<file path="src/rtl/shared_tlb_miss_arbiter_pkg.sv">
// shared_tlb_miss_arbiter_pkg: state and requester types shared by the miss arbiter
package shared_tlb_miss_arbiter_pkg;
  typedef enum logic [1:0] {IDLE, REQ, WAIT} arb_state_e;
  typedef enum logic {REQ_ITLB, REQ_DTLB} requester_e;
endpackage

</file>
<file path="src/rtl/shared_tlb_miss_arbiter.sv">
// shared_tlb_miss_arbiter: round-robin ITLB/DTLB miss arbiter onto one shared walker port
// Ports: itlb/dtlb miss request in (valid/ready/vaddr), walk request out (valid/ready/payload),
// walk completion in (done/err/pte), per-requester response pulses out, busy_o, flush_i, rst_i.
module shared_tlb_miss_arbiter
  import shared_tlb_miss_arbiter_pkg::*;
#(
  parameter int VLEN  = 32,
  parameter int PTE_W = 32
) (
  input  logic             clk_i,
  input  logic             rst_i,
  input  logic             flush_i,
  input  logic             itlb_req_valid_i,
  output logic             itlb_req_ready_o,
  input  logic [VLEN-1:0]  itlb_vaddr_i,
  input  logic             dtlb_req_valid_i,
  output logic             dtlb_req_ready_o,
  input  logic [VLEN-1:0]  dtlb_vaddr_i,
  input  logic             dtlb_is_store_i,
  output logic             walk_req_valid_o,
  input  logic             walk_req_ready_i,
  output logic [VLEN-1:0]  walk_vaddr_o,
  output logic             walk_is_instr_o,
  output logic             walk_is_store_o,
  input  logic             walk_done_i,
  input  logic             walk_err_i,
  input  logic [PTE_W-1:0] walk_pte_i,
  output logic             itlb_rsp_valid_o,
  output logic             dtlb_rsp_valid_o,
  output logic             rsp_err_o,
  output logic [PTE_W-1:0] rsp_pte_o,
  output logic             busy_o
);
  arb_state_e       r_state;
  requester_e       r_rr_last;
  logic             r_drop;
  logic [VLEN-1:0]  r_vaddr;
  logic             r_is_instr;
  logic             r_is_store;
  logic             r_itlb_rsp;
  logic             r_dtlb_rsp;
  logic             r_rsp_err;
  logic [PTE_W-1:0] r_rsp_pte;
  logic             w_open;
  logic             w_grant_i;
  logic             w_grant_d;
  // With both requesters asking, the one that did not win last time goes first.
  assign w_open    = (r_state == IDLE) && !flush_i;
  assign w_grant_i = w_open && itlb_req_valid_i && (!dtlb_req_valid_i || r_rr_last == REQ_DTLB);
  assign w_grant_d = w_open && dtlb_req_valid_i && (!itlb_req_valid_i || r_rr_last == REQ_ITLB);
  assign itlb_req_ready_o = w_grant_i;
  assign dtlb_req_ready_o = w_grant_d;
  assign walk_req_valid_o = r_state == REQ;
  assign walk_vaddr_o     = r_vaddr;
  assign walk_is_instr_o  = r_is_instr;
  assign walk_is_store_o  = r_is_store;
  assign itlb_rsp_valid_o = r_itlb_rsp;
  assign dtlb_rsp_valid_o = r_dtlb_rsp;
  assign rsp_err_o        = r_rsp_err;
  assign rsp_pte_o        = r_rsp_pte;
  assign busy_o           = r_state != IDLE;
  always_ff @(posedge clk_i) begin
    if (rst_i) begin
      r_state    <= IDLE;
      r_rr_last  <= REQ_DTLB;
      r_drop     <= 1'b0;
      r_vaddr    <= '0;
      r_is_instr <= 1'b0;
      r_is_store <= 1'b0;
      r_itlb_rsp <= 1'b0;
      r_dtlb_rsp <= 1'b0;
      r_rsp_err  <= 1'b0;
      r_rsp_pte  <= '0;
    end else begin
      r_itlb_rsp <= 1'b0;
      r_dtlb_rsp <= 1'b0;
      case (r_state)
        IDLE: if (w_grant_i || w_grant_d) begin
          r_state    <= REQ;
          r_vaddr    <= w_grant_i ? itlb_vaddr_i : dtlb_vaddr_i;
          r_is_instr <= w_grant_i;
          r_is_store <= w_grant_d && dtlb_is_store_i;
          r_rr_last  <= w_grant_i ? REQ_ITLB : REQ_DTLB;
        end
        // A flush racing the walker's accept cannot cancel the walk, so its result is marked stale.
        REQ: if (walk_req_ready_i) begin
          r_state <= WAIT;
          r_drop  <= flush_i;
        end else if (flush_i) begin
          r_state <= IDLE;
        end
        WAIT: if (walk_done_i) begin
          r_rsp_pte  <= walk_pte_i;
          r_rsp_err  <= walk_err_i;
          r_itlb_rsp <= !r_drop && !flush_i && r_is_instr;
          r_dtlb_rsp <= !r_drop && !flush_i && !r_is_instr;
          r_drop     <= 1'b0;
          r_state    <= IDLE;
        end else if (flush_i) begin
          r_drop <= 1'b1;
        end
        default: r_state <= IDLE;
      endcase
    end
  end
endmodule

</file>
<file path="config.mk">
export PLATFORM = sky130hd
export DESIGN_NAME = shared_tlb_miss_arbiter
export DESIGN_NICKNAME = d
export VERILOG_FILES = /design/src/rtl/shared_tlb_miss_arbiter_pkg.sv /design/src/rtl/shared_tlb_miss_arbiter.sv
export SDC_FILE = /design/constraint.sdc
export NUM_CORES = 1
export LEC_CHECK = 0
export CAP_MARGIN = 20
export CORE_MARGIN = 5
export CORE_UTILIZATION = 33
export CTS_CLUSTER_DIAMETER = 80
export DETAILED_ROUTE_END_ITERATION = 12
export PLACE_DENSITY = 0.8
export SYNTH_ARGS = -nofsm -noshare
export SYNTH_HDL_FRONTEND = slang
export SYNTH_SLANG_ARGS = --single-unit
</file>
<file path="constraint.sdc">
create_clock -name clk_i -period 1.3 [get_ports clk_i]
set_input_delay 0.26 -clock clk_i [delete_from_list [all_inputs] [get_ports clk_i]]
set_output_delay 0.26 -clock clk_i [all_outputs]
set_load 0.05 [all_outputs]
</file>
==> summary.txt <==
Route
  • Iteration count of the initial detailed-routing pass: 4
  • Drt via density: 5.00
  • Vias after detailed routing: 3137
  • DRT antenna net count: 0
  • Total Wirelength: about 11 mm
  • DR iter-0 viols: 117
  • Per-cell routed wire length: 18.1 um
  • DRC: 0

Final layout
  • Most frequent cells in the layout: clkdlybuf4s50_1 (101), buf_12 (81), dfxtp_1 (71)
  • Area delta synth->final: 107%
  • Fill count: 653
  • End-of-flow core utilization: 0.699
  • Share of layout cells above drive strength 1: 0.386
  • Most common cell after layout, fill and taps aside: clkdlybuf4s50_1
  • N_diodes: 0
  • NumNets Final: 598
  • Post-route design area: 6490 sq um

Timing
  • TNS Setup: -5480 ps
  • Min Clock Period, post-route: 1630 ps
  • Final period utilization: 1.26
  • Actual slew at the worst max-slew pin: ~440 ps
  • Smallest hold slack: 460 ps
  • Pins Over Slew Limit: 0
  • RSZ-0062 raised after global routing: yes
  • # setup viols final: 67
  • Max Freq: about 0.6 GHz
  • Worst setup margin: -332 ps
  • Final Hold Vio Count: 0
  • Clock skew: 7.36 ps
  • Slew margin rel.: 0.710

Outcome
  • Failing checks: negative setup slack
  • Outcome: finished with violations

Critical path
  • Critical path class: reg2out
  • Critical path's largest stage delay: 330 ps
  • Crit Reg-Reg Startpoint: r_state[1]$_SDFFE_PP0P_
  • Worst endpoint required time: 1040 ps
  • Reg2Reg Depth: 7
  • R2R Setup Slk: -150 ps
  • R2R Path End: walk_vaddr_o[12]$_SDFFE_PP0P_
  • WP data arrival: 1370 ps
  • Crit path from: r_state[1]$_SDFFE_PP0P_
  • Slowest CP cell: dfxtp_2
  • Worst setup SP type: flip-flop
  • Crit path max fanout: 4
  • Worst Setup End Kind: output port
  • Crit-path cells: buf_6 > nor3_4 > and3_4 > buf_12

Die
  • Initial Utilization: 0.339
  • FP Rows: 35
  • Core footprint: approximately 9300 sq um
  • Chip Height: about 110 um
  • Top-Level Pins: ~180
  • Die W: 108 um
  • Die area: about 12000 sq um

Yosys
  • Number of flops mapped to enable cells by yosys: 0
  • #FFs+latches synth: between 70 and 80
  • Cell area after synthesis: 3140 sq um
  • Largest family of logic cells by synthesized area: compound AO/OA/AOI/OAI gates
  • Post-synthesis mux area share: 0
  • Synth Area in Adders: 0
  • Post-synthesis compound-gate area fraction: 0.330
  • Yosys cell types: 34
  • Xor-xnor portion of the synthesized cell area: 0
  • Asr flop ratio synth: 0
  • Largest cells by area after synthesis: dfxtp_1 (46%), o2bb2ai_2 (13%), a32oi_1 (9.2%), nand2_1 (8.1%), a21oi_1 (5.7%)
  • Number of synthesis warnings: 0
  • Syn_area_per_cell: roughly 10 sq um
  • Synthesized Nets: 407
  • Yosys top cell by area: dfxtp_1
  • Simple-gate portion of the synthesized area: 0.128
  • Post-Syn Instances: 302
  • Top cell type's share of synthesized area: 0.465
  • Sequential-to-total area share from yosys stat: 0.465
  • Main flop type after synthesis: dfxtp_1

Hold path
  • Hold_sp: walk_pte_i[5]
  • Hold Path Depth: 3
  • Hold Path Class: in2reg
  • Min-Delay Endpoint: rsp_pte_o[5]$_SDFFE_PP0P_

Flow run
  • Max-cap violations: 0

GRT
  • First-pass GRT wire length: 16.6 mm
  • Largest net degree at the start of global routing: 36
  • GRT Util Overall: 0.182
  • Grt ovf: 0
  • Antenna violations before repair: 0
  • Vias in the first global route: between 3k and 4k

Clock tree
  • TritonCTS clock tree: done
  • CTS root buf: clkbuf_8
  • H-tree Lvls: 3
  • Hold_buf cts: 0
  • Clock Tree Buf Depth: 2
  • Total CTS buffers: 9
  • Clk pin slew, worst setup/hold paths: 80 ps
  • Clock Latency Late Sink: 340 ps
  • CTS Sinks: 73

Place
  • Placed inst area: 5810 sq um
  • Post-DP HPWL: between 7 and 8 mm
  • Final GP Congestion: 0.751
  • Port Buffers: ~180

Power and ir drop
  • PwrDens: 941 nW/um^2
  • Peak VDD IR: 657 uV
  • Leak: 2.31 nW
==> metrics by stage <==
step | worst slack (ps) | total power [mW] | instances
after CTS | -356 | 6.12 | 623
final | -332 | 6.11 | 627
after detailed placement | -488 | 3.99 | 596
after global placement | -423 | 3.96 | 596
after floorplan | -72.6 | 3.14 | 302
after global routing | -383 | 6.37 | 627
==> synthesized netlist by cell type (all sizes together) (2+ instances only) <==
| master | number |
|---|---|
| a21oi | 37 |
| a32oi | 33 |
| and3 | 3 |
| buf | 22 |
| clkbuf | 5 |
| dfxtp | 73 |
| dlygate4sd1 | 2 |
| dlymetal6s2s | 2 |
| nand2 | 68 |
| nand2b | 2 |
| nand3b | 2 |
| nor2 | 2 |
| nor2b | 2 |
| nor3 | 2 |
| o21ai | 3 |
| o2bb2ai | 32 |
| or2 | 2 |
==> what timing repair did <==
action	CTS	global route
cloned	4	5
pin swaps	7	8
endpoints found under the setup margin	39	75
setup buffers	7	0
resized for setup	28	25
==> layer usage <==
layer | vias to the layer above | part of all wire | track usage
li1 | 1497 | - | -
met1 | 1466 | 0.37 | 0.202
met2 | 157 | 0.50 | 0.308
met3 | 17 | 0.11 | 0.0786
met4 | 0 | 0.019 | 0.0685
met5 | - | 0 | 0
==> sequential cells by signal, summed over array words and instances (netlist names) <==
| signal | flops |
|---|---|
| walk_is_store_o | 1 |
| walk_is_instr_o | 1 |
| walk_vaddr_o | 32 |
| r_state | 2 |
| rsp_err_o | 1 |
| dtlb_rsp_valid_o | 1 |
| itlb_rsp_valid_o | 1 |
| r_rr_last | 1 |
| rsp_pte_o | 32 |
| r_drop | 1 |
==> worst max-delay path, delay by kind of cell (launching register included) <==
family                 cells  cell delay, ps
flip-flops                 1             330
buffers and inverters      2             250
AND/OR/NAND/NOR            2             460
==> how the worst max path moves through the flow <==
stage                                    endpoint  depth (start not counted)
floorplan           walk_vaddr_o[10]$_SDFFE_PP0P_                          5
global placement     walk_is_store_o$_SDFFE_PP0P_                          5
detailed placement   walk_vaddr_o[0]$_SDFFE_PP0P_                          5
CTS                              itlb_req_ready_o                          4
global route                     itlb_req_ready_o                          4
finish                           itlb_req_ready_o                          4
==> power breakdown <==
group / total [mW] / switching, mW / internal [mW]
logic: 1.67 / 0.756 / 0.918
clock network: 2.00 / 0.860 / 1.14
registers: 2.44 / 0.117 / 2.32
==> layout make-up <==
cell class | count | area, sq um | area share
clock inverters | 6 | 91.3 | 0.0141
multi-input cells | 197 | 1640 | 0.252
inverters | 1 | 3.75 | 0.000578
flip-flops and latches | 73 | 1460 | 0.225
repair buffers | 211 | 3000 | 0.461
clock buffers | 10 | 138 | 0.0212
well taps | 129 | 161 | 0.0249
==> logic make-up (layout without fill, tap and decap cells) <==
group	count (synthesis)	count (layout)
AOI/OAI and AO/OA	108	108
and+or+nand+nor	89	89
DFF	73	73
buffers and inverters	32	228
(Power assumes the default switching activity.)
